--- src/rtl/conv_window_gen.sv ---
// Sliding 3x3 window generator: two line buffers plus a 3x3 shift window turn a
// raster pixel stream into fully-populated windows for the 3x3 convolution unit.
module conv_window_gen #(
  parameter int DATA_W = 16,
  parameter int IMG_W  = 8,
  parameter int IMG_H  = 8
) (
  input  logic                  clk,
  input  logic                  rst_n,
  input  logic                  in_valid,
  output logic                  in_ready,
  input  logic [DATA_W-1:0]     in_data,
  output logic                  win_valid,
  input  logic                  win_ready,
  output logic [9*DATA_W-1:0]   win_data,
  output logic                  win_last
);

  localparam int CW = $clog2(IMG_W);
  localparam int RW = $clog2(IMG_H);
  localparam logic [CW-1:0] COL_LAST = CW'(IMG_W - 1);
  localparam logic [RW-1:0] ROW_LAST = RW'(IMG_H - 1);
  localparam logic [CW-1:0] COL_MIN  = CW'(2);
  localparam logic [RW-1:0] ROW_MIN  = RW'(2);

  logic [CW-1:0]     col;
  logic [RW-1:0]     row;
  logic [DATA_W-1:0] lb0 [IMG_W];   // row r-1
  logic [DATA_W-1:0] lb1 [IMG_W];   // row r-2
  logic [DATA_W-1:0] win      [9];
  logic [DATA_W-1:0] next_win [9];
  logic              acc, emit, col_end, row_end;

  assign in_ready = !win_valid | win_ready;
  assign acc      = in_valid & in_ready;
  assign col_end  = (col == COL_LAST);
  assign row_end  = (row == ROW_LAST);
  // Edges of the frame (col/row < 2) hold stale columns and are never emitted.
  assign emit     = acc & (col >= COL_MIN) & (row >= ROW_MIN);

  // NOTE: every always_comb output gets a value on every path (here each element
  // is written unconditionally), otherwise synthesis infers a latch.
  always_comb begin
    for (int r = 0; r < 3; r++) begin
      next_win[3*r]     = win[3*r+1];
      next_win[3*r + 1] = win[3*r+2];
    end
    next_win[2] = lb1[col];
    next_win[5] = lb0[col];
    next_win[8] = in_data;
  end

  // NOTE: sequential state uses non-blocking assignments so every register sees
  // pre-edge values, e.g. lb1 picks up the old lb0 word, not the one written now.
  // NOTE: the line buffers are reset explicitly so a post-reset frame starts from
  // a known all-zero history; this rules out block-RAM mapping for them.
  always_ff @(posedge clk or negedge rst_n) begin
    if (!rst_n) begin
      for (int i = 0; i < IMG_W; i++) begin
        lb0[i] <= '0;
        lb1[i] <= '0;
      end
    end else if (acc) begin
      lb0[col] <= in_data;
      lb1[col] <= lb0[col];
    end
  end

  always_ff @(posedge clk or negedge rst_n) begin
    if (!rst_n) begin
      for (int k = 0; k < 9; k++) win[k] <= '0;
    end else if (acc) begin
      for (int k = 0; k < 9; k++) win[k] <= next_win[k];
    end
  end

  always_ff @(posedge clk or negedge rst_n) begin
    if (!rst_n) begin
      col <= '0;
      row <= '0;
    end else if (acc) begin
      if (col_end) begin
        col <= '0;
        row <= row_end ? '0 : row + RW'(1);
      end else begin
        col <= col + CW'(1);
      end
    end
  end

  // Output register: a load can only happen when in_ready is high, so a held
  // window is never overwritten.
  always_ff @(posedge clk or negedge rst_n) begin
    if (!rst_n) begin
      win_valid <= 1'b0;
      win_last  <= 1'b0;
      win_data  <= '0;
    end else if (emit) begin
      win_valid <= 1'b1;
      win_last  <= col_end & row_end;
      for (int k = 0; k < 9; k++) win_data[DATA_W*k +: DATA_W] <= next_win[k];
    end else if (win_ready) begin
      win_valid <= 1'b0;
    end
  end

endmodule

--- config.mk ---
export PLATFORM = sky130hd
export DESIGN_NAME = conv_window_gen
export DESIGN_NICKNAME = d
export VERILOG_FILES = /design/src/rtl/conv_window_gen.sv
export SDC_FILE = /design/constraint.sdc
export NUM_CORES = 1
export LEC_CHECK = 0
export CAP_MARGIN = 10
export CORE_MARGIN = 5
export CORE_UTILIZATION = 47
export DETAILED_ROUTE_END_ITERATION = 10
export DONT_BUFFER_PORTS = 1
export GPL_TIMING_DRIVEN = 0
export SLEW_MARGIN = 20
export SYNTH_ARGS = -nofsm -noshare
export SYNTH_HDL_FRONTEND = slang
export SYNTH_SLANG_ARGS = --single-unit
--- constraint.sdc ---
create_clock -name clk -period 2.9 [get_ports clk]
set_clock_uncertainty 0.2 [all_clocks]
set_input_delay 0.58 -clock clk [delete_from_list [all_inputs] [get_ports clk]]
set_output_delay 0.58 -clock clk [all_outputs]
set_load 0.05 [all_outputs]
* Yosys cells after proc, flatten, opt, wreduce, memory -nomap -nowiden *
Cells that the tools add are included.

storage, ports and cells
  register bits after elaboration = 504
  word-level logic and storage cells = 59
  output and inout bits = 147
  input bits = 20

operators by class
  $lt $le $gt $ge = 4
  muxes and demuxes = 14
  bitwise logic cells = 6
  reductions and logical operators = 4
  eq/ne operators = 2
  add/subtract/negate cells = 2

operators with widths
  operator               number
  $bwmux W128            2
  $bmux W16 S3           2
  $mux W16               5
  $demux W16 S3          1
  $add A3 B1 Y3 const B  2
  $eq A3 B3 Y1 const B   2
  $ge A3 B2 Y1 const B   2
  $mux W3                2
  $and A1 B1 Y1          4
  $ge A4 B4 Y1 const B   1
  $lt A4 B1 Y1 const B   1
  $not A3 Y4             1
  $mux W1                2
  $reduce_and A2 Y1      1
  $reduce_bool A2 Y1     1
  $logic_and A1 B1 Y1    1
  $logic_not A1 Y1       1
  $or A1 B1 Y1           1

* Logic depth before layout (Yosys ltp) *
Gate-level depths: netlist of the first run.

  word-level depth = 6
  gate-level depth with buffers = 8
  depth with buffers taken out = 5

* Least setup slack after synthesis of the first run *
Ideal clock, no wire load.

  path kind = flip-flop to output port
  from = register win_valid
  to = output in_ready
  data required time = 2120 ps
  slack = 280 ps
  path buffers = 3
  data arrival time = 1840 ps
  cell stages (with the launch flop) = 5
  cell sequence = dfrtp_1 nand2b_1 buf_2 buf_1 clkbuf_1

on the way
  word-level cells in the longest chain between the ends = 2

RTL lines
  what                    line  text
  from (decl)             13    output logic win_valid,
  from (signal assigned)  95    win_valid <= 1'b0;
  from (signal assigned)  99    win_valid <= 1'b1;
  from (signal assigned)  103   win_valid <= 1'b0;
  $logic_not A1 Y1        34    assign in_ready = !win_valid | win_ready;
  $or A1 B1 Y1            34
  to (decl)               11    output logic in_ready,

No other way between the ends.

* Worst setup path after layout of the first run *
Same ends and word-level chain as after synthesis.

==> results.py, run 1 <==
metrics = {
    "run_status": {
        "status": "complete, but fails checks",
        "violations": "negative hold slack",
    },
    "routing": {
        "drtAntennaViolNets": 0,
        "drt_iter0_markers": 738,
        "via_count": 10900,
        "post_drt_wl_per_cell_microns": 25.5,
        "drc": 0,
        "vias_per_cell": 5.61,
        "wirelength_microns": 49600,
        "first_pass_iters": 4,
    },
    "die": {
        "die_y_microns": 222,
        "dieWidth_microns": 222,
        "io_pins": 167,
        "initial_utilization_pct": 47.5,
        "dieArea_sq_mm": 0.0492,
        "coreArea_sq_mm": 0.0443,
        "placementRows": 77,
    },
    "synthesis": {
        "syn_area_per_cell_sq_um": 16.7,
        "synth_cell_types": 26,
        "syn-num-nets": 1291,
        "netlist_area_sq_mm": 0.0211,
        "synth-seq-cells": 504,
        "yosysWarnings": 0,
        "ys_seq_area_share_pct": 59.9,
        "syn_inst": 1265,
    },
    "worst_setup_path": {
        "start_kind": "register",
        "arrival_ns": 2.03,
        "endpoint_kind": "output pin",
        "cp_data_required_time_ns": 2.12,
        "criticalPathCategory": "register to output pin",
        "crit_fanout": 10,
    },
    "clock_tree": {
        "insertion_delay_ns": 0.59,
        "cts_inserted_buffers": 53,
        "clock_sinks": 504,
        "clock_path_buffers": 3,
        "clk_pin_slew_ns": 0.06,
        "clk_root_buffer_cell": "clkbuf_16",
        "cts_tree": "done",
        "h-tree-depth": 2,
        "post-cts-setup-buffers": 0,
    },
    "finish": {
        "antenna_cells": 0,
        "syn_to_final_growth_pct": 11.6,
        "multi_input_area_sq_mm": 0.00789,
        "drive_gt1_share_pct": 49.6,
        "stdcell_count": 1947,
        "seq_area_sq_mm": 0.0126,
        "fin_nets": 1346,
        "nFillCells": 3678,
        "design_area_sq_mm": 0.0235,
    },
    "global_route": {
        "grt_pass1_wl_microns": 77300,
        "track_usage_pct": 20.3,
        "grt_start_max_net_pins": 505,
        "antenna_found_initial": 2,
        "grt_overflow": 0,
        "grt_pass1_vias": 11800,
    },
    "sta": {
        "setup_viol_count_final": 0,
        "timing.hold.ws_ns": -0.505,
        "grt_setup_unrepaired": "no",
        "slew-limit-headroom_pct": 28.3,
        "hold_viol": 504,
        "fmax_ghz": 0.355,
        "slew_violations": 0,
        "period_share_pct": 97.0,
        "worst_pin_slew_ns": 1.08,
        "fin_crit_ns": 2.81,
    },
    "placement": {
        "placed_cell_area_sq_mm": 0.0218,
        "dpl.hpwl_microns": 33000,
        "gp_congestion": 0.776,
        "io_buffers": 0,
        "place_inst": 1857,
    },
    "job": {
        "drv_cap": 0,
    },
    "worst_hold_path": {
        "hold_path.class": "input pin to async pin",
    },
}
[synthesized netlist by cell type]
| master | instances | area share (%) |
|---|---|---|
| inv_1 | 20 | 0.36 |
| buf_12 | 2 | 0.19 |
| o21ai_0 | 1 | 0.024 |
| buf_6 | 3 | 0.16 |
| buf_1 | 17 | 0.30 |
| and4_1 | 3 | 0.12 |
| buf_4 | 9 | 0.32 |
| and2_1 | 2 | 0.059 |
| a21oi_1 | 32 | 0.76 |
| mux4_2 | 64 | 6.8 |
| nor2_1 | 3 | 0.053 |
| nand2_1 | 3 | 0.053 |
| mux2_1 | 21 | 1.1 |
| or3_1 | 2 | 0.059 |
| nor2b_1 | 2 | 0.059 |
| mux2_2 | 394 | 21 |
| mux2_4 | 68 | 4.8 |
| ha_1 | 6 | 0.36 |
| nand2b_1 | 1 | 0.030 |
| nand4_1 | 6 | 0.18 |
| nand3_1 | 2 | 0.048 |
| mux2i_1 | 35 | 1.7 |
| clkbuf_1 | 12 | 0.21 |
| buf_2 | 52 | 1.2 |
| dfrtp_1 | 504 | 60 |
| clkinv_1 | 1 | 0.018 |
[worst paths after layout]
check	slack, ns	to	cells after the start	start
hold reg to reg	0.28	next_win[40]$_DFFE_PN0P_	1	next_win[40]$_DFFE_PN0P_
min in group clk	0.28	next_win[40]$_DFFE_PN0P_	1	next_win[40]$_DFFE_PN0P_
hold / removal	-0.51	win_data[1]$_DFFE_PN0P_	0	rst_n
max in group asynchronous	2.11	lb1[106]$_DFFE_PN0P_	0	rst_n
setup / recovery	0.09	in_ready	4	win_valid$_DFFE_PN0P_
setup reg to reg	0.14	win_data[50]$_DFFE_PN0P_	8	col[0]$_DFFE_PN0P_
[registers in the layout, summed over array words and instances, names as in the netlist]
| register | cells |
|---|---|
| col | 3 |
| lb0 | 128 |
| lb1 | 128 |
| next_win | 96 |
| row | 3 |
| win_data | 144 |
| win_last | 1 |
| win_valid | 1 |
[cell usage in the layout (no fill, tap or decap), drive strengths merged]
master  netlist  final
a21oi        32     32
and2          2      2
and4          3      3
buf          83     83
bufinv        0      2
clkbuf       12     95
clkinv        1      6
dfrtp       504    504
ha            6      6
inv          20     20
mux2        483    483
mux2i        35     35
mux4         64     64
nand2         3      3
nand2b        1      1
nand3         2      2
nand4         6      6
nor2          3      3
nor2b         2      2
o21ai         1      1
or3           2      2
[cell families (layout without fill, tap and decap cells)]
kind of cell	count (synthesis)	after routing	synth area share, %
AND/OR/NAND/NOR	24	24	0.665
flip-flops	504	504	59.9
adder cells (fa/ha/maj)	6	6	0.356
AO/OA/AOI/OAI	33	33	0.784
multiplexers	582	582	35.5
buffers and inverters	116	206	2.80
[per-stage QoR]
stage	util, %	hold slack [ns]	setup TNS (ns)	setup WS [ns]
6_report	53.0	-0.505	0	0.0858
5_1_grt	53.0	-0.541	0	0.000395
4_1_cts	53.0	-0.533	0	0.00713
3_5_place_dp	49.2	0.0983	-0.237	-0.195
3_3_place_gp	49.2	0.0992	-0.191	-0.188
2_1_floorplan	-	0.0844	0	0.280
[layout make-up]
cell class	count	area share [%]
inverter	21	0.335
tap	592	3.15
clock inverter	7	0.426
clock buffer	83	6.64
buffer	95	2.22
multi-input combinational	645	33.6
sequential	504	53.7
[worst max-delay path, cell delays in order, from the launching register on]
cell and delay [ns]:
dfrtp_2 0.52, nand2b_4 0.16, buf_2 0.23, buf_2 0.26
clkbuf_8 0.27
[layer usage]
metal / GRT usage [%] / routed length [microns] / vias to the layer above
met2: 32.8 / 23700 / 223
li1: - / - / 4704
met5: 0 / 0 / -
met4: 5.35 / 1080 / 0
met1: 28.6 / 21900 / 5936
met3: 3.99 / 2850 / 62
[timing repair]
action / in CTS / in global routing
hold endpoints to repair: 504 / 504
resized for setup: 8 / 3
setup endpoints to repair: 12 / 6
Power of run 1 is not shown: default switching activity piles up to over one toggle a cycle in this logic, so the estimate is an artifact.
==> run 2, diff against run 1 <==
- TNS_END_PERCENT: default -> 1
==> results of run 2 <==
No change in the layout: final DEF, timing and power equal those of run 1.
Power of run 2 is left out for the same reason.
